`src/rtl/ariane_pkg.sv`:
```
// rtl/ariane_pkg.sv - shared constants and types for the perf sampling slice
package ariane_pkg;

   // Native register width of the core
   localparam int unsigned XLEN = 64;

   // Performance counter CSR addresses used by the sampler
   localparam logic [11:0] CSR_MHPM_COUNTER_3  = 12'hB03;
   localparam logic [11:0] CSR_MHPM_COUNTER_3H = 12'hB83;

   // Index reported on the timestamp header beat
   localparam logic [2:0] PERF_SAMPLE_HDR_IDX = 3'd7;

   // Sampling engine states; HDR is reached only with timestamps, RD_HI only on 32-bit cores
   typedef enum logic [2:0] {
      IDLE  = 3'd0,
      HDR   = 3'd1,
      RD_LO = 3'd2,
      RD_HI = 3'd3,
      PUSH  = 3'd4
   } perf_sample_state_e;

endpackage

```
`src/rtl/perf_sample_timer.sv`:
```
// rtl/perf_sample_timer.sv - period down-counter producing one-cycle sampling ticks
module perf_sample_timer import ariane_pkg::*; #(
   parameter int unsigned PeriodWidth = 16
) (
   input  logic                   clk_i,
   input  logic                   rst_ni,
   input  logic                   en_i,
   input  logic                   debug_i,
   input  logic [PeriodWidth-1:0] period_i,
   output logic                   tick_o
);

   logic [PeriodWidth-1:0] timer_d, timer_q;
   logic                   tick_d, tick_q;

   // Preload while disabled so the first tick lands exactly one period after enable;
   // debug freezes the count, and a zero count simply reloads without ticking.
   always_comb begin
      timer_d = timer_q;
      tick_d  = 1'b0;
      if (!en_i || (period_i == '0)) begin
         timer_d = period_i;
      end else if (debug_i) begin
         timer_d = timer_q;
      end else if (timer_q == '0) begin
         timer_d = period_i;
      end else if (timer_q == PeriodWidth'(1)) begin
         timer_d = period_i;
         tick_d  = 1'b1;
      end else begin
         timer_d = timer_q - PeriodWidth'(1);
      end
   end

   // Timer and registered tick
   always_ff @(posedge clk_i or negedge rst_ni) begin
      if (!rst_ni) begin
         timer_q <= '0;
         tick_q  <= 1'b0;
      end else begin
         timer_q <= timer_d;
         tick_q  <= tick_d;
      end
   end

   assign tick_o = tick_q;

endmodule

```
`src/rtl/perf_sample_ctrl.sv`:
```
// rtl/perf_sample_ctrl.sv - counter-port arbiter and periodic sampler (PERF_SAMPLE_TIMESTAMP_EN adds header beat)
module perf_sample_ctrl import ariane_pkg::*; #(
   parameter int unsigned NumCounters = 6,
   parameter int unsigned PeriodWidth = 16
) (
   input  logic                   clk_i,
   input  logic                   rst_ni,
   input  logic                   debug_mode_i,
   input  logic                   csr_req_i,
   input  logic [11:0]            csr_addr_i,
   input  logic                   csr_we_i,
   input  logic [XLEN-1:0]        csr_wdata_i,
   output logic [XLEN-1:0]        csr_rdata_o,
   output logic [11:0]            pc_addr_o,
   output logic                   pc_we_o,
   output logic [XLEN-1:0]        pc_wdata_o,
   input  logic [XLEN-1:0]        pc_rdata_i,
   input  logic                   cfg_en_i,
   input  logic [PeriodWidth-1:0] cfg_period_i,
   output logic                   smp_valid_o,
   input  logic                   smp_ready_i,
   output logic [2:0]             smp_idx_o,
   output logic [63:0]            smp_data_o,
   output logic                   smp_last_o,
   output logic                   busy_o,
   output logic                   drop_o
);

   localparam logic [2:0] LastIdx = 3'(NumCounters - 1);

   perf_sample_state_e state_d, state_q;
   logic [2:0]         k_d, k_q;
   logic [63:0]        data_d, data_q;
   logic               drop_d, drop_q;
   logic [11:0]        smp_addr;
   logic               tick;

   perf_sample_timer #(
      .PeriodWidth (PeriodWidth)
   ) i_timer (
      .clk_i    (clk_i),
      .rst_ni   (rst_ni),
      .en_i     (cfg_en_i),
      .debug_i  (debug_mode_i),
      .period_i (cfg_period_i),
      .tick_o   (tick)
   );

`ifdef PERF_SAMPLE_TIMESTAMP_EN
   logic [63:0] ts_cnt_d, ts_cnt_q;
   logic [63:0] ts_d, ts_q;

   // Free-running cycle count, latched when a tick starts a burst
   always_comb begin
      ts_cnt_d = ts_cnt_q + 64'd1;
      ts_d     = ts_q;
      if ((state_q == IDLE) && tick) begin
         ts_d = ts_cnt_q;
      end
   end

   // Timestamp registers
   always_ff @(posedge clk_i or negedge rst_ni) begin
      if (!rst_ni) begin
         ts_cnt_q <= '0;
         ts_q     <= '0;
      end else begin
         ts_cnt_q <= ts_cnt_d;
         ts_q     <= ts_d;
      end
   end
`endif

   // Sampler FSM: reads yield to the CSR file, beats hold until accepted
   always_comb begin
      state_d  = state_q;
      k_d      = k_q;
      data_d   = data_q;
      smp_addr = 12'h000;
      unique case (state_q)
         IDLE: begin
            if (tick) begin
               k_d = 3'd0;
`ifdef PERF_SAMPLE_TIMESTAMP_EN
               state_d = HDR;
`else
               state_d = RD_LO;
`endif
            end
         end
`ifdef PERF_SAMPLE_TIMESTAMP_EN
         HDR: begin
            if (smp_ready_i) begin
               state_d = RD_LO;
            end
         end
`endif
         RD_LO: begin
            smp_addr = CSR_MHPM_COUNTER_3 + 12'(k_q);
            if (!csr_req_i) begin
               data_d[XLEN-1:0] = pc_rdata_i;
               state_d          = (XLEN == 32) ? RD_HI : PUSH;
            end
         end
         RD_HI: begin
            smp_addr = CSR_MHPM_COUNTER_3H + 12'(k_q);
            if (!csr_req_i) begin
               data_d[63:32] = pc_rdata_i[31:0];
               state_d       = PUSH;
            end
         end
         PUSH: begin
            if (smp_ready_i) begin
               if (k_q == LastIdx) begin
                  state_d = IDLE;
               end else begin
                  k_d     = k_q + 3'd1;
                  state_d = RD_LO;
               end
            end
         end
         default: begin
            state_d = IDLE;
         end
      endcase
   end

   // A tick that arrives while a burst is still running is reported, not queued
   always_comb begin
      drop_d = tick && (state_q != IDLE);
   end

   // FSM, index, capture and drop registers
   always_ff @(posedge clk_i or negedge rst_ni) begin
      if (!rst_ni) begin
         state_q <= IDLE;
         k_q     <= 3'd0;
         data_q  <= '0;
         drop_q  <= 1'b0;
      end else begin
         state_q <= state_d;
         k_q     <= k_d;
         data_q  <= data_d;
         drop_q  <= drop_d;
      end
   end

   // Port mux: the CSR file always wins; the sampler only ever reads
   always_comb begin
      pc_addr_o   = csr_req_i ? csr_addr_i : smp_addr;
      pc_we_o     = csr_req_i & csr_we_i;
      pc_wdata_o  = csr_req_i ? csr_wdata_i : '0;
      csr_rdata_o = csr_req_i ? pc_rdata_i : '0;
   end

   // Stream outputs come straight from state so they stay stable under backpressure
   always_comb begin
      smp_valid_o = (state_q == PUSH);
      smp_idx_o   = k_q;
      smp_data_o  = data_q;
`ifdef PERF_SAMPLE_TIMESTAMP_EN
      if (state_q == HDR) begin
         smp_valid_o = 1'b1;
         smp_idx_o   = PERF_SAMPLE_HDR_IDX;
         smp_data_o  = ts_q;
      end
`endif
      smp_last_o = (state_q == PUSH) && (k_q == LastIdx);
      busy_o     = (state_q != IDLE);
      drop_o     = drop_q;
   end

endmodule

```
`config.mk`:
```
export PLATFORM = sky130hd
export DESIGN_NAME = perf_sample_ctrl
export DESIGN_NICKNAME = d
export VERILOG_FILES = /design/src/rtl/ariane_pkg.sv /design/src/rtl/perf_sample_timer.sv /design/src/rtl/perf_sample_ctrl.sv
export SDC_FILE = /design/constraint.sdc
export NUM_CORES = 1
export LEC_CHECK = 0
export BUFFER_PORTS_ARGS = -buffer_cell sky130_fd_sc_hd__buf_2
export CORE_AREA = 4 4 142 144
export CTS_BUF_LIST = sky130_fd_sc_hd__clkbuf_8
export CTS_CLUSTER_DIAMETER = 100
export DETAILED_ROUTE_END_ITERATION = 10
export DIE_AREA = 0 0 146 148
export GPL_ROUTABILITY_DRIVEN = 0
export GPL_TIMING_DRIVEN = 0
export HOLD_SLACK_MARGIN = 0.03
export SETUP_SLACK_MARGIN = 0.2
export SKIP_LAST_GASP = 1
export SLEW_MARGIN = 5
export SYNTH_ARGS = -nofsm -noshare
export SYNTH_HDL_FRONTEND = slang
export SYNTH_SLANG_ARGS = --single-unit
```
`constraint.sdc`:
```
create_clock -name clk_i -period 5.2 [get_ports clk_i]
set_input_delay 1.04 -clock clk_i [delete_from_list [all_inputs] [get_ports clk_i]]
set_output_delay 1.04 -clock clk_i [all_outputs]
set_load 0.01 [all_outputs]
```
; ---- Yosys cells after proc, flatten, opt, wreduce, memory -nomap -nowiden
; Index checks and enable logic that the tools add are counted.
[word_totals]
register_bits = 88
latchBits = 0
mem_bits_rw = 0
mem_bits_ro = 0
n_memories = 0
[op_classes]
addsub = 4
n_mul = 0
n_div = 0
n_lt_le_gt_ge = 0
eq_ne = 12
n_shift = 0
muxes = 24
bitwise_logic = 2
reduce_logical = 15
[op_table]
columns = operator, count
row1 = $mux W64, 3
row2 = $mux W16, 4
row3 = $pmux W32 S2, 1
row4 = $logic_not A16 Y1, 2
row5 = $mux W32, 1
row6 = $add A12 B3 Y12 const A, 2
row7 = $pmux W12 S2, 1
row8 = $mux W3, 6
row9 = $eq A16 B1 Y1 const B, 1
row10 = $sub A16 B1 Y16 const B, 1
row11 = $mux W12, 1
row12 = $pmux W3 S3, 1
row13 = $ne A2 B2 Y1 const B, 4
row14 = $eq A3 B2 Y1 const B, 2
row15 = $eq A3 B3 Y1 const B, 2
row16 = $ne A2 B1 Y1 const B, 3
row17 = $pmux W3 S2, 1
row18 = $reduce_and A3 Y1, 2
row19 = $mux W1, 4
row20 = $reduce_and A4 Y1, 1
row21 = $reduce_bool A2 Y1, 2
row22 = $add A3 B1 Y3 const B, 1
row23 = $logic_not A3 Y1, 1
row24 = $reduce_bool A3 Y1, 1
row25 = 8 further kinds, 9

; ---- Longest topological paths before layout
; Gate-level depths: netlist of run 1.
[logic_depth]
ltp_word = 5
depth_mapped = 8
depth_no_buf = 7

; ---- Modules after synthesis
; From an unflattened synthesis of run 1, not the netlist that was laid out.
[unflattened]
cells_unflattened = 488
area_unflattened_um2 = 5247.5
[by_module_without_submodules]
columns = module, instances, cells_per_inst, area_per_inst_um2, seq_area_each_um2
row1 = perf_sample_ctrl, 1, 340, 4038.9, 1751.7
row2 = perf_sample_timer, 1, 148, 1208.7, 425.4

; ---- Worst setup path after synthesis of run 1
; No wires, ideal clock.
[synth_path]
kind = in2out
startpoint = in csr_req_i
endpoint = out pc_addr_o[2]
t_arrival_ps = 2315
required_time_ps = 4160
setup_slack_ps = 1845
stages = 5
path_buffers = 3
path_cell_list = clkbuf_1 or3b_2 clkbuf_1 clkbuf_1 o21ai_0
[synth_via]
elab_chain_cells = 1
[synth_lines]
columns = element, line_no
row1 = "start, declared", perf_sample_ctrl.sv:9  ; input logic csr_req_i,
row2 = $mux W12, perf_sample_ctrl.sv:150  ; pc_addr_o = csr_req_i ? csr_addr_i : smp_addr;
row3 = "end, declared", perf_sample_ctrl.sv:14  ; output logic [11:0] pc_addr_o,
; No other way between the ends.

; ---- Worst setup path in the final report of run 1
[layout_path]
startpoint = in csr_req_i
endpoint = out pc_addr_o[3]
; Same word-level chain as after synthesis.

==> impl_metrics.toml, run 1 <==
[floorplan]
initial_core_util = 0.258
die_area_sq_mm = 0.0216
io_pins = 375
rows = 50
fp.dieW_microns = 146
die_h_microns = 148
core-area_sq_mm = 0.0187

[routing]
remaining_drc_errors = 0
met2WireLength_mm = 10.4
ant_nets = 0
avgRoutedWirePerCell_microns = 18.0
routed.top_layer = "met4"
drt-total-wl_mm = 19.6
drt-vias-per-instance = 4.55
wl_met1_mm = 7.07
via_count = 4965
first_pass_iters = 4
drt-initial-drc-count = 136
wl_met3_mm = 1.33

[synth]
synth_area_sq_mm = 0.00483
synth_fp_nets = 636
ys_ff_latch = 87
syn_area_per_cell_sq_um = 10.3
syn_inst = 468
synth_warnings = 0
synth_most_common_cell = "and2_1"
synth-edff-count = 0
synth.distinct_cells = 47
yosys.area.top_type_share = 0.451
synth.largest_area_cell = "dfrtp_1"
synthTopCellsByCount = "and2_1, dfrtp_1, mux2_2, clkbuf_1, nand2_1"
async_reset_ff_frac = 1.00
seq_area_frac_synth = 0.451
synthFlopType = "dfrtp_1"
yosys-top-cells-area = "dfrtp_1, and2_1, mux2_2, clkbuf_1, nand2_1"

[final_layout]
syn2layout_area_growth_pct = 50.1
fin_area_sq_mm = 0.00725
diodes = 0
fin_nets = 1021
drive_gt1_frac = 0.544

[pwr]
cellPowerDensity_mw_per_mm2 = 369
pwr-share-clk = 0.205
power_mw = 2.67
seqPwrFrac = 0.402
internal_power_mw = 1.75
switchingPower_mw = 0.922
p_sw_frac = 0.345
ir_drop_mv = 0.138
p_leak_nw = 3.89
pwr-share-comb = 0.394

[critical_path]
cp_max_fo = 10
cp-end-kind = "primary output"
crit_top_cell = "clkbuf_1"
crit_chain = "clkbuf_1 > or3b_2 > clkbuf_1 > clkbuf_1 > o21ai_0 > buf_2"
arrival_ns = 2.87
cp.required_ns = 4.16
rr_worst_depth = 7
worst_path_max_delay_cell = "clkbuf_1"
critPathKind = "in2out"
max_stage_delay_ns = 0.53
worstSetupStartpointType = "input pin"

[timing]
finalSetupTns_ns = 0
clock_skew_ns = 0.00772
relSlewSlack = 0.407
finalMaxSlewViolations = 0
min_period_ns = 3.91
timing.final.ws_setup_ns = 1.29
rsz0062_at_grt = "no"
final_hold_viol_count = 0
finalCritPeriodShare = 0.752
worst_pin_slew_ns = 0.866
clock.fmax_mhz = 256
setup_viol = 0

[place]
post_dp_cell_area_sq_mm = 0.00702
io_buffers = 373
dp_hpwl_mm = 16.3
dp_slack_ns = 1.15

[clock_tree]
clockBufferDepth = 2
postCtsSetupRepairBufs = 0
ctsResizeCount = 0
htree_levels = 3
ctsHoldBuffers = 0
clk_transition_reported_paths_ns = 0.08
insertion_delay_ns = 0.37
clock-sinks = 87
cts-root-buf = "clkbuf_8"
cts_tree = "built"
cts_made_buffers = 9

[grt]
antenna_found_initial = 0
grtUsageTotal = 0.172
first_global_vias = 4956
grt_max_degree = 51
grt-ovfl-total = 0
grt_first_pass_wirelength_mm = 29.0

[min_path]
hold_class = "reg2reg"
min_path_cells = 1

[outcome]
status = "completed"

[run]
maxCapViolations = 0
state kept, by name (all words and copies together) (netlist names):
signal / cells
drop_o: 1
smp_idx_o: 3
i_timer.tick_o: 1
smp_data_o: 64
state_q: 2
i_timer.timer_q: 16
path summary, 6_finish.rpt:
| check | start | slack (ns) | end |
|---|---|---|---|
| worst min register to register | smp_data_o[27] | 0.50 | smp_data_o[27] |
| worst min-delay path | smp_data_o[27] | 0.50 | smp_data_o[27] |
| max in group asynchronous | rst_ni | 3.91 | smp_data_o[30] |
| worst max-delay path | csr_req_i | 1.29 | pc_addr_o[3] |
| worst max register to register | i_timer.timer_q[0] | 2.80 | i_timer.timer_q[14] |
| min in group asynchronous | rst_ni | 0.65 | smp_data_o[10] |
cell type report:
class,count,area [sq um]
Buffer,30,118
Clock buffer,10,138
Clock inverter,6,91.3
Fill cell,1957,11500
Inverter,9,33.8
Multi-Input combinational cell,342,2500
Sequential cell,87,2180
Tap cell,234,293
Timing Repair Buffer,374,1900
cells by family after synthesis:
| family | after synthesis | share of synthesized area |
|---|---|---|
| and+or+nand+nor | 208 | 0.252 |
| muxes | 70 | 0.162 |
| adders and majority gates | 5 | 0.0130 |
| AOI/OAI and AO/OA | 58 | 0.0884 |
| xor gates and xnor gates | 1 | 0.00181 |
| buffers and inverters | 39 | 0.0314 |
| DFF | 87 | 0.451 |
routing by layer:
metal  up-vias  track usage
li1       2368            -
met5         -            0
met1      2356        0.185
met3        36       0.0417
met2       205        0.319
met4         0       0.0800
power groups by stage:
stage                     combinational (mW)  clock, mW  sequential, mW
after global placement                  1.06          0            1.08
after global routing                    1.13      0.596            1.11
after detailed placement                1.07          0            1.09
final                                   1.05      0.548            1.07
after CTS                               1.07      0.566            1.08
after floorplan                        0.406          0            1.21
placed cells by master, fill, tap and decap left out, drive strengths merged, types with 4 or more instances in the layout:
master  instances
nor3            4
nand2          28
a21oi           7
dfrtp          87
and2          136
a22oi           9
nor2           12
clkbuf         38
buf           376
mux2           66
inv            11
ha              5
nor4            4
or4             8
mux2i           4
nand3           4
o21ai          21
stage by stage:
| stage | utilization | instances | hold slack (ns) |
|---|---|---|---|
| floorplan | - | 468 | 0.474 |
| global placement | 0.374 | 1075 | 0.484 |
| detailed placement | 0.375 | 1076 | 0.488 |
| CTS | 0.387 | 1092 | 0.510 |
| global route | 0.387 | 1092 | 0.517 |
| finish | 0.387 | 1092 | 0.504 |
critical path, delay by kind of cell:
family / cells / cell delay, ns
buf+inv: 4 / 1.43
compound gates: 1 / 0.20
simple gates: 1 / 0.19
Power figures use the tool's default switching activity.
==> run 2, diff against run 1 <==
Settings changed: ABC_AREA set to 1.
Clock period 5.2 ns to 3.9 ns, I/O delays scaled along.
==> run 2 against run 1 <==
Clock power is 19% higher. Die area unchanged. Global-route usage is 0.66 points higher. Critical path depth unchanged. Utilization grew 2.2 points. Sequential cell count unchanged. Via count rose by 11%. Sequential power increased by 38%. Largest power group is now combinational logic.
==> impl_metrics.toml, run 2 <==
[routing]
ant_nets = 0
via_count = 5520
remaining_drc_errors = 0
first_pass_iters = 4
met2WireLength_mm = 10.2
drt-total-wl_mm = 20.0
routed.top_layer = "met4"
wl_met1_mm = 8.02
drt-vias-per-instance = 4.17
avgRoutedWirePerCell_microns = 15.1
wl_met3_mm = 1.34
drt-initial-drc-count = 219

[synth]
synthAdderAreaFrac = 0.0119
synth-edff-count = 0
synth.largest_area_cell = "dfrtp_1"
synth_top_family_by_area = "simple AND/OR/NAND/NOR gates"
synth_warnings = 0
yosys.area.top_type_share = 0.413
synth_most_common_cell = "nand2_1"
syn_inst = 701
synthMuxAreaShare = 0.137
ys_ff_latch = 87
synth_xor_area_frac = 0.0149
seq_area_frac_synth = 0.413
synthFlopType = "dfrtp_1"
async_reset_ff_frac = 1.00
synth-compound-area-share = 0.0154
synth_simple_gate_area_frac = 0.258
synth_fp_nets = 869
synthTopCellsByCount = "nand2_1, inv_1, dfrtp_1, mux2_2, nor2_1"
synth.distinct_cells = 27
yosys-top-cells-area = "dfrtp_1, nand2_1, mux2_2, inv_1, nor2_1"
syn_area_per_cell_sq_um = 7.53
synth_area_sq_mm = 0.00528

[floorplan]
die_h_microns = 148
initial_core_util = 0.282
fp.dieW_microns = 146
die_area_sq_mm = 0.0216
core-area_sq_mm = 0.0187
rows = 50
io_pins = 375

[timing]
rsz0062_at_grt = "no"
finalCritPeriodShare = 0.872
worst_pin_slew_ns = 0.658
clock.fmax_mhz = 294
final_hold_viol_count = 0
holdWs_ns = 0.365
finalSetupTns_ns = 0
min_period_ns = 3.40
relSlewSlack = 0.561
finalMaxSlewViolations = 0
clock_skew_ns = 0.0165
setup_viol = 0

[min_path]
hold_class = "in2async"

[final_layout]
fin_nets = 1254
fillers = 1991
syn2layout_area_growth_pct = 45.2
final_common_cell = "buf_2"
drive_gt1_frac = 0.453
utilization = 0.410
final_cell_mix = "buf_2, nand2_1, inv_1"
diodes = 0
fin_area_sq_mm = 0.00766
largest_reg_flops = 64

[critical_path]
arrival_ns = 2.62
cp.required_ns = 3.12
cp-end-kind = "primary output"
cp_max_fo = 10
startpoint = "csr_req_i"
r2r_start = "i_timer.timer_q[0]"
critPathKind = "in2out"
worstSetupStartpointType = "input pin"

[place]
io_buffers = 373
post_dp_cell_area_sq_mm = 0.00747
dp_hpwl_mm = 16.6

[grt]
grtUsageTotal = 0.179
grt_first_pass_wirelength_mm = 30.5
antenna_found_initial = 0
grt_max_degree = 52
grt-ovfl-total = 0
first_global_vias = 5381

[pwr]
cellPowerDensity_mw_per_mm2 = 506
pwr-share-comb = 0.451
p_leak_nw = 5.16
seqPwrFrac = 0.381
pwr-share-clk = 0.168
internal_power_mw = 2.35
power_mw = 3.88
p_sw_frac = 0.393
switchingPower_mw = 1.53
ir_drop_mv = 0.270

[clock_tree]
clockBufferDepth = 2
cts-root-buf = "clkbuf_8"
clock-sinks = 87
cts_made_buffers = 9
ctsResizeCount = 0
insertion_delay_ns = 0.37
cts_tree = "built"
postCtsSetupRepairBufs = 0
htree_levels = 3
ctsHoldBuffers = 0
clk_transition_reported_paths_ns = 0.11

[outcome]
status = "completed"

[run]
maxCapViolations = 0
==> run 2: cell count changes in the layout (fill, tap and decap cells not counted), sizes merged, moves of 7 or more <==
cell | before | now
and2 | 136 | 0
xnor2 | 0 | 7
inv | 11 | 178
nor2 | 12 | 39
a22oi | 9 | 0
nand2 | 28 | 253
buf | 376 | 385
or4 | 8 | 0
clkbuf | 38 | 25
nand3 | 4 | 21
a21oi | 7 | 0
o21ai | 21 | 12
==> run 2: logic make-up after synthesis <==
kind of cell / count (synthesis)
XOR/XNOR: 9
adder cells (fa/ha/maj): 5
flip-flops: 87
buffers and inverters: 201
AND/OR/NAND/NOR: 320
AO/OA/AOI/OAI: 15
multiplexers: 64
==> run 2: final cells by class <==
class	count	area, sq um	share of cell area
Clock inverter	7	72.6	0.00947
Sequential cell	87	2180	0.284
Clock buffer	9	124	0.0162
Buffer	27	143	0.0186
Inverter	174	653	0.0852
Timing Repair Buffer	374	1900	0.248
Multi-Input combinational cell	413	2300	0.301
Tap cell	234	293	0.0382
==> run 2: routing by layer <==
layer / vias up / global-route usage
li1: 2808 / -
met1: 2475 / 0.216
met2: 211 / 0.314
met3: 26 / 0.0429
met4: 0 / 0.0569
met5: - / 0
==> run 2: critical path: stages <==
cell and delay (ns):
clkbuf_1 0.34, clkbuf_1 0.56, clkbuf_1 0.54, nand2_1 0.11, inv_1 0.13, buf_2 0.15
==> run 2: path summary, 6_finish.rpt <==
check,depth (start not counted),slack [ns],endpoint
hold reg to reg,1,0.49,drop_o
max in group asynchronous,2,2.89,smp_data_o[56]
setup / recovery,6,0.50,csr_rdata_o[56]
hold / removal,1,0.36,smp_data_o[44]
min in group clk_i,1,0.49,drop_o
setup reg to reg,12,2.06,i_timer.timer_q[15]
==> run 2: power by group through the flow <==
stage | Combinational, mW | Clock (mW) | Sequential, mW
2_1_floorplan | 0.784 | 0 | 1.66
3_3_place_gp | 1.77 | 0 | 1.48
3_5_place_dp | 1.79 | 0 | 1.50
4_1_cts | 1.79 | 0.688 | 1.48
5_1_grt | 1.91 | 0.723 | 1.53
6_report | 1.75 | 0.652 | 1.48
==> run 2: metrics by stage <==
step                worst slack (ns)  cells
global placement               0.377   1308
CTS                            0.372   1325
detailed placement             0.373   1309
global route                   0.254   1325
finish                         0.500   1325
floorplan                       1.42    701
==> run 3, diff against run 2 <==
Settings changed: CORE_AREA 4 4 142 144 to 4 4 143 145, CTS_BUF_LIST sky130_fd_sc_hd__clkbuf_8 to sky130_fd_sc_hd__clkbuf_4 sky130_fd_sc_hd__clkbuf_8 sky130_fd_sc_hd__clkbuf_16, DIE_AREA 0 0 146 148 to 0 0 147 149.
==> run 3 against run 2 <==
Clock power increased by 36%. Critical path type unchanged. Via count increased by 1.3%. Register-to-register slack about the same. Global-route usage increased by 0.26 points. Critical endpoint is now pc_wdata_o[48]. Non-clock buffer count unchanged. Sequential cell count unchanged.
==> impl_metrics.toml, run 3 (synthesis gave the netlist of run 2 again) <==
[clock_tree]
htree_levels = 3
cts_made_buffers = 9
clockBufferDepth = 2
ctsHoldBuffers = 0
postCtsSetupRepairBufs = 0
ctsResizeCount = 0
insertion_delay_ns = 0.35
clk_transition_reported_paths_ns = 0.07
cts-root-buf = "clkbuf_16"
cts_tree = "built"
clock-sinks = 87

[final_layout]
fin_area_sq_mm = 0.00780
final_common_cell = "buf_2"
diodes = 0
largest_reg_flops = 64
seqCellArea_sq_mm = 0.00218
drive_gt1_frac = 0.453
multi_input_area_sq_mm = 0.00230
final_cell_mix = "buf_2, nand2_1, inv_1"
syn2layout_area_growth_pct = 47.9
fillers = 2028
fin_nets = 1254

[critical_path]
arrival_ns = 2.65
critPathKind = "in2out"
cp-endpoint = "pc_wdata_o[48]"
reg2reg_slack_ns = 2.06
cp-end-kind = "primary output"
startpoint = "csr_req_i"
rr_worst_depth = 12
worstSetupStartpointType = "input pin"
cp_max_fo = 10
r2r_start = "i_timer.timer_q[0]"
cp.required_ns = 3.12
r2r_end = "i_timer.timer_q[13]"

[timing]
setup_viol = 0
worst_pin_slew_ns = 0.735
relSlewSlack = 0.510
finalSetupTns_ns = 0
finalMaxSlewViolations = 0
clock_skew_ns = 0.00602
min_period_ns = 3.43
final_hold_viol_count = 0
rsz0062_at_grt = "no"
finalCritPeriodShare = 0.881
clock.fmax_mhz = 291

[grt]
grt_first_pass_wirelength_mm = 30.5
first_global_vias = 5186
grt_max_degree = 51
grtUsageTotal = 0.181
antenna_found_initial = 0
grt-ovfl-total = 0

[pwr]
p_leak_nw = 5.21
pwr-share-comb = 0.425
p_sw_frac = 0.380
cellPowerDensity_mw_per_mm2 = 529
pwr-share-clk = 0.216
internal_power_mw = 2.56
seqPwrFrac = 0.360
ir_drop_mv = 0.262
switchingPower_mw = 1.57

[floorplan]
die_area_sq_mm = 0.0219
fp.dieW_microns = 147
core-area_sq_mm = 0.0192
io_pins = 375
initial_core_util = 0.275
die_h_microns = 149
rows = 51

[routing]
drt-vias-per-instance = 4.12
remaining_drc_errors = 0
first_pass_iters = 5
via_count = 5589
avgRoutedWirePerCell_microns = 15.5
drt-total-wl_mm = 21.0
drt-initial-drc-count = 201
ant_nets = 0

[place]
io_buffers = 373
dp_hpwl_mm = 17.5
post_dp_cell_area_sq_mm = 0.00750

[min_path]
hold_class = "in2async"

[outcome]
status = "completed"

[run]
maxCapViolations = 0
[run 3: cell counts in the layout (fill, tap and decap cells not counted)]
Identical to the previous run, type by type.
[run 3: through the flow]
stage	util	setup slack [ns]	hold slack, ns	std cells	total power, mW
after detailed placement	0.391	0.423	0.478	1340	3.29
final	0.406	0.466	0.409	1356	4.13
after global routing	0.406	0.248	0.443	1356	4.40
after global placement	0.389	0.417	0.471	1339	3.25
after CTS	0.406	0.403	0.420	1356	4.20
after floorplan	-	1.42	0.451	701	2.45
[run 3: power groups by stage]
stage                     registers [mW]  logic, mW  clock network [mW]
after floorplan                     1.66      0.784                   0
after global placement              1.49       1.76                   0
after detailed placement            1.50       1.78                   0
after CTS                           1.49       1.79               0.924
after global routing                1.54       1.90               0.959
final                               1.49       1.75               0.889
[run 3: cell type report]
cell class | count | area share
multi-input combinational | 413 | 0.295
clock inverter | 7 | 0.00962
inverter | 174 | 0.0837
buffer | 27 | 0.0183
tap | 265 | 0.0425
timing repair buffer | 374 | 0.243
sequential | 87 | 0.279
clock buffer | 9 | 0.0289
[run 3: metal layers]
metal  vias up  part of all wire  wire length [microns]  GRT usage
li1       2810                 -                      -          -
met1      2567              0.39                   8200      0.213
met2       194              0.53                  11200      0.336
met3        18             0.065                   1360     0.0392
met4         0             0.012                    248     0.0447
met5         -                 0                      0          0
[run 3: worst min path at each step]
stage	end
2_1_floorplan	drop_o
3_3_place_gp	drop_o
3_5_place_dp	drop_o
4_1_cts	smp_data_o[35]
5_1_grt	smp_data_o[35]
6_report	smp_data_o[34]
[run 3: critical path, cell delays in order]
cell and delay, ns:
clkbuf_1 0.33, clkbuf_1 0.61, clkbuf_1 0.43, nand2_1 0.24, inv_1 0.11, buf_2 0.15
